<file path="config.mk">
export PLATFORM = sky130hd
export DESIGN_NAME = ps2_cmd_tx_flat
export DESIGN_NICKNAME = d
export VERILOG_FILES = /design/src/rtl/ps2_cmd_tx_if.sv /design/src/rtl/ps2_cmd_tx.sv /design/src/flat_wrapper.sv
export SDC_FILE = /design/constraint.sdc
export NUM_CORES = 1
export LEC_CHECK = 0
export ABC_AREA = 1
export ABC_CLOCK_PERIOD_IN_PS = 1800
export CAP_MARGIN = 10
export CORE_ASPECT_RATIO = 1.75
export CORE_UTILIZATION = 51
export DETAILED_ROUTE_END_ITERATION = 10
export PLACE_DENSITY = 0.75
export SLEW_MARGIN = 20
export SYNTH_ARGS = -nofsm -noshare
export SYNTH_HDL_FRONTEND = slang
export SYNTH_SLANG_ARGS = --single-unit
export TNS_END_PERCENT = 1
</file>
<file path="constraint.sdc">
create_clock -name i_clk -period 1.8 [get_ports i_clk]
set_input_delay 0.27 -clock i_clk [delete_from_list [all_inputs] [get_ports i_clk]]
set_output_delay 0.27 -clock i_clk [all_outputs]
set_load 0.03 [all_outputs]
</file>
<file path="src/rtl/ps2_cmd_tx_if.sv">
// Request/status bundle between a message requester and the ps2_cmd_tx serializer.
interface ps2_cmd_tx_if;
    logic       start;
    logic [1:0] cmd;
    logic [7:0] temp_dec;
    logic [7:0] temp_uni;
    logic       peligro;
    logic       gas;
    logic       ps2_clk;
    logic       ps2_data;
    logic       busy;
    logic       done;

    // start is a one-cycle request taken only while busy=0 (no queueing); done pulses in the first idle cycle.
    modport master (output start, cmd, temp_dec, temp_uni, peligro, gas,
                    input  ps2_clk, ps2_data, busy, done);
    modport slave  (input  start, cmd, temp_dec, temp_uni, peligro, gas,
                    output ps2_clk, ps2_data, busy, done);
endinterface

</file>
<file path="src/rtl/ps2_cmd_tx.sv">
// Device-side PS/2 serializer for the I-prefixed keyboard command messages.
// Optional break codes after every non-leading byte: define PS2_BREAK_CODE_EN.
module ps2_cmd_tx #(
    parameter int CLK_DIV = 2500,
    parameter int GAP_CYC = 5000
) (
    input  logic         i_clk,
    input  logic         i_rst,
    ps2_cmd_tx_if.slave  bus,
    output logic [1:0]   o_dbg_state
);
    localparam int DIV_MAX = (CLK_DIV > GAP_CYC) ? CLK_DIV : GAP_CYC;
    localparam int DIV_W   = (DIV_MAX > 1) ? $clog2(DIV_MAX) : 1;
`ifdef PS2_BREAK_CODE_EN
    localparam int BYTE_W  = 4;
`else
    localparam int BYTE_W  = 2;
`endif
    localparam logic [DIV_W-1:0] HALF_LAST = DIV_W'(CLK_DIV - 1);
    localparam logic [DIV_W-1:0] GAP_LAST  = DIV_W'(GAP_CYC - 1);

    // Byte load happens on the edge that enters BIT_HI, so loading costs no cycle of its own.
    typedef enum logic [1:0] {ST_IDLE, ST_BIT_HI, ST_BIT_LO, ST_GAP} state_t;

    state_t            r_state, w_state;
    logic [DIV_W-1:0]  r_div, w_div;
    logic [3:0]        r_bit_idx, w_bit_idx;
    logic [BYTE_W-1:0] r_byte_idx, w_byte_idx;
    logic              r_data, w_data;
    logic              r_done, w_done;
    logic              w_latch;
    logic [1:0]        r_cmd;
    logic [7:0]        r_dec, r_uni;
    logic              r_pel, r_gas;
    logic [7:0]        w_cur_byte;
    logic [BYTE_W-1:0] w_last_idx;

    function automatic logic [7:0] make_byte(input logic [1:0] j, input logic [1:0] c,
                                             input logic [7:0] dec, input logic [7:0] uni,
                                             input logic pel, input logic g);
        logic [7:0] b;
        b = 8'h43;
        case (j)
            2'd1: case (c)
                      2'd0:    b = 8'h5A;
                      2'd1:    b = 8'h33;
                      2'd2:    b = 8'h34;
                      default: b = 8'h2D;
                  endcase
            2'd2: case (c)
                      2'd0:    b = dec;
                      2'd1:    b = pel ? 8'h4D : 8'h1C;
                      default: b = g ? 8'h35 : 8'h31;
                  endcase
            2'd3:    b = uni;
            default: b = 8'h43;
        endcase
        return b;
    endfunction

    // Frame slot: 0 start, 1..8 data LSB first, 9 odd parity, 10 stop.
    function automatic logic frame_bit(input logic [3:0] idx, input logic [7:0] b);
        logic v;
        v = 1'b1;
        if (idx == 4'd0)
            v = 1'b0;
        else if (idx <= 4'd8)
            v = b[3'(idx - 4'd1)];
        else if (idx == 4'd9)
            v = ~^b;
        return v;
    endfunction

`ifdef PS2_BREAK_CODE_EN
    logic [1:0] w_sel_make;
    logic       w_sel_brk;

    // Stream is make0, then for each later make byte m: m, F0, m.
    always_comb begin
        w_sel_make = 2'd0;
        w_sel_brk  = 1'b0;
        case (r_byte_idx)
            4'd1, 4'd3: w_sel_make = 2'd1;
            4'd4, 4'd6: w_sel_make = 2'd2;
            4'd7, 4'd9: w_sel_make = 2'd3;
            4'd2, 4'd5, 4'd8: w_sel_brk = 1'b1;
            default:    w_sel_make = 2'd0;
        endcase
        w_cur_byte = w_sel_brk ? 8'hF0 : make_byte(w_sel_make, r_cmd, r_dec, r_uni, r_pel, r_gas);
        case (r_cmd)
            2'd0:       w_last_idx = 4'd9;
            2'd1, 2'd2: w_last_idx = 4'd6;
            default:    w_last_idx = 4'd3;
        endcase
    end
`else
    always_comb begin
        w_cur_byte = make_byte(r_byte_idx, r_cmd, r_dec, r_uni, r_pel, r_gas);
        case (r_cmd)
            2'd0:       w_last_idx = 2'd3;
            2'd1, 2'd2: w_last_idx = 2'd2;
            default:    w_last_idx = 2'd1;
        endcase
    end
`endif

    always_comb begin
        w_state    = r_state;
        w_div      = r_div;
        w_bit_idx  = r_bit_idx;
        w_byte_idx = r_byte_idx;
        w_data     = r_data;
        w_done     = 1'b0;
        w_latch    = 1'b0;
        case (r_state)
            ST_IDLE: begin
                if (bus.start) begin
                    w_latch    = 1'b1;
                    w_state    = ST_BIT_HI;
                    w_div      = '0;
                    w_bit_idx  = 4'd0;
                    w_byte_idx = '0;
                    w_data     = 1'b0;
                end
            end
            ST_BIT_HI: begin
                if (r_div == HALF_LAST) begin
                    w_state = ST_BIT_LO;
                    w_div   = '0;
                end else begin
                    w_div = r_div + 1'b1;
                end
            end
            ST_BIT_LO: begin
                if (r_div == HALF_LAST) begin
                    w_div = '0;
                    if (r_bit_idx == 4'd10) begin
                        w_state = ST_GAP;
                    end else begin
                        w_state   = ST_BIT_HI;
                        w_bit_idx = r_bit_idx + 4'd1;
                        w_data    = frame_bit(r_bit_idx + 4'd1, w_cur_byte);
                    end
                end else begin
                    w_div = r_div + 1'b1;
                end
            end
            ST_GAP: begin
                if (r_div == GAP_LAST) begin
                    w_div = '0;
                    // Byte index stops at the last byte instead of wrapping.
                    if (r_byte_idx == w_last_idx) begin
                        w_state = ST_IDLE;
                        w_done  = 1'b1;
                    end else begin
                        w_state    = ST_BIT_HI;
                        w_byte_idx = r_byte_idx + 1'b1;
                        w_bit_idx  = 4'd0;
                        w_data     = 1'b0;
                    end
                end else begin
                    w_div = r_div + 1'b1;
                end
            end
            default: w_state = ST_IDLE;
        endcase
    end

    always_ff @(posedge i_clk) begin
        if (i_rst) begin
            r_state    <= ST_IDLE;
            r_div      <= '0;
            r_bit_idx  <= 4'd0;
            r_byte_idx <= '0;
            r_data     <= 1'b1;
            r_done     <= 1'b0;
        end else begin
            r_state    <= w_state;
            r_div      <= w_div;
            r_bit_idx  <= w_bit_idx;
            r_byte_idx <= w_byte_idx;
            r_data     <= w_data;
            r_done     <= w_done;
        end
    end

    always_ff @(posedge i_clk) begin
        if (i_rst) begin
            r_cmd <= 2'd0;
            r_dec <= 8'h00;
            r_uni <= 8'h00;
            r_pel <= 1'b0;
            r_gas <= 1'b0;
        end else if (w_latch) begin
            r_cmd <= bus.cmd;
            r_dec <= bus.temp_dec;
            r_uni <= bus.temp_uni;
            r_pel <= bus.peligro;
            r_gas <= bus.gas;
        end
    end

    assign bus.ps2_clk  = (r_state != ST_BIT_LO);
    assign bus.ps2_data = r_data;
    assign bus.busy     = (r_state != ST_IDLE);
    assign bus.done     = r_done;
    assign o_dbg_state  = r_state;
endmodule

</file>
<file path="src/flat_wrapper.sv">
// flat-port wrapper written by rule: the top's interface ports become plain ports
module ps2_cmd_tx_flat 
#(
    parameter int CLK_DIV = 2500,
    parameter int GAP_CYC = 5000
)
  (i_clk, i_rst, o_dbg_state, bus_start, bus_cmd, bus_temp_dec, bus_temp_uni, bus_peligro, bus_gas, bus_ps2_clk, bus_ps2_data, bus_busy, bus_done);
  ps2_cmd_tx_if bus_i ();
  input  logic i_clk;
  input  logic i_rst;
  output logic [1:0] o_dbg_state;
  input wire logic [$bits(bus_i.start)-1:0] bus_start;
  input wire logic [$bits(bus_i.cmd)-1:0] bus_cmd;
  input wire logic [$bits(bus_i.temp_dec)-1:0] bus_temp_dec;
  input wire logic [$bits(bus_i.temp_uni)-1:0] bus_temp_uni;
  input wire logic [$bits(bus_i.peligro)-1:0] bus_peligro;
  input wire logic [$bits(bus_i.gas)-1:0] bus_gas;
  output wire logic [$bits(bus_i.ps2_clk)-1:0] bus_ps2_clk;
  output wire logic [$bits(bus_i.ps2_data)-1:0] bus_ps2_data;
  output wire logic [$bits(bus_i.busy)-1:0] bus_busy;
  output wire logic [$bits(bus_i.done)-1:0] bus_done;
  assign bus_i.start = bus_start;
  assign bus_i.cmd = bus_cmd;
  assign bus_i.temp_dec = bus_temp_dec;
  assign bus_i.temp_uni = bus_temp_uni;
  assign bus_i.peligro = bus_peligro;
  assign bus_i.gas = bus_gas;
  assign bus_ps2_clk = bus_i.ps2_clk;
  assign bus_ps2_data = bus_i.ps2_data;
  assign bus_busy = bus_i.busy;
  assign bus_done = bus_i.done;
  ps2_cmd_tx #(.CLK_DIV(CLK_DIV), .GAP_CYC(GAP_CYC)) u_core (.i_clk(i_clk), .i_rst(i_rst), .bus(bus_i), .o_dbg_state(o_dbg_state));
endmodule
</file>
Word-level counts from Yosys, hierarchy flattened
Cells that the tools add are included.

Register bits after elaboration: 43. Latch bits: 0. RAM bits: 0. Memory bits (read-only): 0. Bits of input ports: 23. Output and inout bits: 6. Logic and storage cells: 93. Memories: 0.

Add/subtract/negate cells: 4. Multipliers: 0. Div/mod/pow operators: 0. Magnitude comparators: 2. Equality and inequality tests: 20. Shift operators: 0. Muxes and demuxes: 41. Bitwise gates (word level): 2. Reductions and logical operators: 13.

Operators by type and width (count): $mux W13 (3); $pmux W13 S3 (1); $pmux W8 S3 (1); $pmux W7 S3 (1); $mux W4 (5); $mux W2 (8); $pmux W8 S2 (1); $add A13 B1 Y13 const B (1); $eq A13 B12 Y1 const B (1); $eq A13 B13 Y1 const B (1); $mux W1 (13); $pmux W4 S3 (1); $eq A2 B2 Y1 const B (5); $eq A4 B4 Y1 const B (2); $ne A2 B2 Y1 const B (4); $pmux W2 S2 (2); $pmux W2 S4 (1); $reduce_and A4 Y1 (2); $reduce_xnor A8 Y1 (1); $mux W7 (1); $eq A2 B1 Y1 const B (3); $ne A2 B1 Y1 const B (3); $reduce_and A6 Y1 (1); $add A4 B1 Y4 const B (1); 15 further kinds (19).

Longest topological paths before layout
Gate-level depths: netlist of run 1.

Depth after elaboration: 10. Depth in mapped cells: 16. Gate-level depth less buffers: 16.

Worst setup path after synthesis of run 1
No wires, ideal clock.

Path kind: reg2reg. Start: register u_core.r_state[0] (netlist: u_core.o_dbg_state[0]). End: register u_core.r_data (netlist: u_core.bus.ps2_data). Library setup time: 59 ps. Data arrival time: 2108 ps. Data required time: 1741 ps. Path slack: -367 ps. Stages on the path, launching flop included: 14. Path buffers: 0. Period minus slack after synthesis: 2167 ps. Cell sequence: dfxtp_1 > inv_1 > ha_1 > inv_1 > nor2_1 > inv_1 > nand3_1 > nor2_4 > nand3_1 > nand2_1 > nand2_1 > clkinv_1 > nand2_1 > nand2_1.

Longest elaborated chain between the ends: 3. Elaborated cells on any way between the ends: 11. Classes of those cells: eq/ne (7); mux (1); reduce/logical (3).

Ends and longest elaborated chain: start: declaration (RTL line ps2_cmd_tx.sv:25) `state_t r_state, w_state;`; start signal: assignment (RTL line ps2_cmd_tx.sv:178) `r_state <= w_state;`; $eq A2 B2 Y1 / $logic_not A2 Y1 (equally long branches) (RTL line ps2_cmd_tx.sv:115) `case (r_state)`; $ne A2 B1 Y1 (no source line) (tied with other cells); $reduce_and A6 Y1 (no source line); end signal: assignment (RTL line ps2_cmd_tx.sv:182) `r_data <= w_data;`; end: declaration (RTL line ps2_cmd_tx.sv:29) `logic r_data, w_data;`.

Parallel ways exist; a longest one is shown, timed or not. A chain may end at the register's enable or synchronous reset.

Worst setup path after layout of run 1
Start: register u_core.r_cmd[1]. End: register u_core.r_byte_idx[1].

Longest elaborated chain between the ends: 6. Elaborated cells on any way between the ends: 8. Classes of those cells: eq/ne (4); mux (1); reduce/logical (3).

Ends and longest elaborated chain: start: declaration (RTL line ps2_cmd_tx.sv:32) `logic [1:0] r_cmd;`; start signal: assignment (RTL line ps2_cmd_tx.sv:195) `r_cmd <= bus.cmd;`; $eq A2 B1 Y1 / $eq A2 B2 Y1 (equally long branches) (RTL line ps2_cmd_tx.sv:99) `case (r_cmd)`; $reduce_or A2 Y1 (RTL line ps2_cmd_tx.sv:99); $pmux W2 S2 (*) (RTL line ps2_cmd_tx.sv:99); $eq A2 B2 Y1 (*) (RTL line ps2_cmd_tx.sv:152) `if (r_byte_idx == w_last_idx) begin`; $ne A2 B2 Y1 (no source line) (*); $reduce_and A4 Y1 (no source line) (*); end signal: assignment (RTL line ps2_cmd_tx.sv:181) `r_byte_idx <= w_byte_idx;`; end: declaration (RTL line ps2_cmd_tx.sv:28) `logic [BYTE_W-1:0] r_byte_idx, w_byte_idx;`.

Mark *: on every way between the ends. The rest lies on a longest branch, timed or not.

==> results.py, run 1 <==
metrics = {
    "drt": {
        "drtIter0Drc": 166,
        "drt.antenna.violating_nets": 0,
        "vias": 3109,
        "viasPerCell": 5.694,
        "dr.pass1.iters": 9,
        "drt_wl_total_microns": 8434,
        "drc": 1,
        "wl_per_cell_microns": 15.45,
    },
    "clocking": {
        "htreeDepth": 2,
        "clk_latency_ps": 310,
        "clkTransAtPathRegs_ps": 80,
        "cts.sinks": 43,
        "cts_tree": "built",
        "root_buffer": "clkbuf_8",
        "cts-buffers-inserted": 5,
        "cts_hold_buf": 0,
        "cts_buffer_depth": 2,
    },
    "final_layout": {
        "final_common_cell": "nand2_1",
        "syn_to_final_growth_pct": 39.66,
        "layout_common_cells": "nand2_1 (85), nor2_1 (61), inv_1 (38), dfxtp_1 (36), buf_4 (35)",
        "layout.nets": 534,
        "final_cell_count_no_fill": 546,
        "drive_gt1_share_pct": 28.25,
        "n_antenna_cell": 0,
    },
    "timing": {
        "report.final.slew_viol_count": 0,
        "whs_ps": 475.3,
        "finalCritPeriodShare_pct": 104.7,
        "finalSetupTns_ps": -101.5,
        "min_period_ps": 1885,
        "finalHoldViolCount": 0,
        "fin_skew_ps": 4.343,
        "layout_setup_ws_ps": -84.94,
        "setup_viol": 2,
        "rsz0062_at_grt": "true",
        "fmax_mhz": 530.5,
        "worst_pin_slew_ps": 448.1,
        "slew-limit-headroom_pct": 70.09,
    },
    "die": {
        "die_height_microns": 98.88,
        "die_x_microns": 57.36,
        "start_util_pct": 54.03,
        "rows": 34,
        "die-area_sq_mm": 0.005671,
        "io_pins": 29,
        "core-area_sq_mm": 0.005062,
    },
    "placed_design": {
        "port_buffers": 28,
        "post-place-cells": 532,
        "place_congestion": 0.9032,
        "dpl.hpwl_microns": 5574,
    },
    "synthesis": {
        "synth_area_sq_mm": 0.002735,
        "synth.avg_cell_area_sq_um": 6.405,
        "ys_ff_latch": 43,
        "netlist_instances": 427,
        "synth_cell_types": 30,
        "ys_seq_area_share_pct": 31.47,
        "ys_warn_count": 0,
        "synth_fp_nets": 470,
    },
    "setup_path": {
        "critPathMaxFanout": 5,
        "path_class": "flop to flop",
        "reg2regPathDepth": 10,
        "cp_slowest_cell": "dfxtp_4",
        "slowest_delay_ps": 380,
        "critPathArrivalTime_ps": 2110,
        "crit_chain": "clkinv_4 -> ha_4 -> xor2_4 -> nand3_2 -> buf_4 -> nand2_1 -> inv_1 -> o211ai_1 -> nand2_1 -> a21oi_2",
        "crit_top_cell": "nand2_1",
        "cp-start-kind": "flop",
        "crit_required_ps": 2030,
        "end_kind": "flop",
    },
    "global_routing": {
        "grt-ovfl-total": 0,
        "grt_usage_pct": 27.18,
        "antenna_found_initial": 0,
        "grt_max_degree": 21,
        "grt_pass1_vias": 2967,
        "grt_pass1_wl_microns": 12100,
    },
    "job": {
        "cap_violations": 0,
    },
    "worst_hold_path": {
        "hold_class": "flop to flop",
        "worstHoldPathCells": 2,
    },
    "outcome": {
        "status": "finished, violations left",
        "violations": "design-rule violations, negative setup slack",
    },
    "power": {
        "leakage_nw": 1.605,
        "powerDensity_mw_per_mm2": 979.9,
        "total_power_mw": 3.743,
        "ir_drop_uv": 661.5,
    },
}
[cell type report]
class	instances	area, sq um
flip-flops and latches	43	879.6
clock inverters	2	15.01
multi-input cells	321	1984
clock buffers	6	82.58
fillers	394	1242
well taps	54	67.56
repair buffers	66	578.1
inverters	54	212.7
[timing repair]
action	in CTS	in global routing
endpoints found under the setup margin	2	13
resized for setup	8	101
pin swaps	0	42
hold endpoints to repair	0	0
buffers inserted	0	6
[worst max-delay path, delay by kind of cell, from the launching register on]
kind,cells,cell delay [ps]
adders and majority gates,1,320
buffers and inverters,3,330
and+or+nand+nor,3,290
AOI/OAI and AO/OA,2,320
DFF,1,380
xor gates and xnor gates,1,170
[synth_stat cells]
library cell | instances | area share (%)
dfxtp_1 | 43 | 31
buf_1 | 2 | 0.27
o31ai_1 | 1 | 0.27
o21ai_1 | 1 | 0.18
o21ai_0 | 26 | 4.8
nor3_1 | 8 | 1.5
xnor2_1 | 2 | 0.64
o211ai_1 | 1 | 0.27
clkbuf_1 | 4 | 0.55
nor4_1 | 1 | 0.23
nand2_2 | 5 | 1.1
nand3_2 | 2 | 0.73
nand3_1 | 37 | 6.8
nor2_2 | 1 | 0.23
nor2_1 | 68 | 9.3
nand4_1 | 5 | 1.1
clkinv_1 | 1 | 0.14
nand3b_1 | 1 | 0.27
a211oi_1 | 6 | 1.6
nor2_4 | 1 | 0.41
and3_1 | 1 | 0.23
buf_4 | 1 | 0.27
buf_2 | 2 | 0.37
a21oi_1 | 22 | 4.0
xor2_1 | 6 | 1.9
inv_1 | 53 | 7.3
ha_1 | 20 | 9.1
o21bai_1 | 1 | 0.27
nand2_1 | 104 | 14
nor3b_1 | 1 | 0.27
[power by group]
part	internal (mW)	switching (mW)	leakage [nW]	total, mW
Clock	0.315	0.367	0.0517	0.682
Sequential	1.12	0.112	0.356	1.23
Combinational	0.767	1.06	1.20	1.83
[path summary, 6_finish.rpt]
check | startpoint | endpoint | slack (ps)
hold reg to reg | u_core.r_gas$_SDFFE_PP0P_ | u_core.r_gas$_SDFFE_PP0P_ | 480
setup reg to reg | u_core.r_cmd[1]$_SDFFE_PP0P_ | u_core.r_byte_idx[1]$_SDFFE_PP0P_ | -80
setup / recovery | u_core.r_cmd[1]$_SDFFE_PP0P_ | u_core.r_byte_idx[1]$_SDFFE_PP0P_ | -80
hold / removal | u_core.r_gas$_SDFFE_PP0P_ | u_core.r_gas$_SDFFE_PP0P_ | 480
[cells by family (layout without fill, tap and decap cells)]
| kind of cell | count (synthesis) | after routing | share of synthesized area, % |
|---|---|---|---|
| buf+inv | 63 | 128 | 8.875 |
| flops | 43 | 43 | 31.47 |
| simple gates | 235 | 235 | 36.51 |
| xor+xnor | 8 | 8 | 2.562 |
| compound gates | 58 | 58 | 11.44 |
| fa+ha+maj | 20 | 20 | 9.149 |
[per-stage QoR]
| stage | setup slack [ps] | utilization (%) | area (sq um) |
|---|---|---|---|
| detailed placement | -39.14 | 64.90 | 3286 |
| CTS | 15.34 | 67.15 | 3400 |
| finish | -84.94 | 75.46 | 3820 |
| global route | -126.7 | 75.46 | 3820 |
| floorplan | -18.45 | - | 2740 |
| global placement | -4.017 | 64.90 | 3286 |
[state kept, by name, indices dropped and copies added (netlist names)]
name	flops
u_core.o_dbg_state	2
u_core.r_div	13
u_core.r_uni	8
u_core.bus.done	1
u_core.r_byte_idx	2
u_core.r_dec	8
u_core.r_bit_idx	4
u_core.bus.ps2_data	1
u_core.r_cmd	2
u_core.r_gas	1
u_core.r_pel	1
[per-layer routing]
layer  up-vias  track usage, %  wire length, microns
li1       1495               -                     -
met1      1432           25.18                  2974
met2       130           50.63                  4600
met3        52           4.462                   351
met4         0           20.45                   508
met5         -               0                     0
(Power assumes the default switching activity.)
==> run 2, diff against run 1 <==
CTS_CLUSTER_SIZE = 16   (was default)
==> results of run 2 <==
Same layout as run 1: the final DEF is identical, and so are final timing and power.
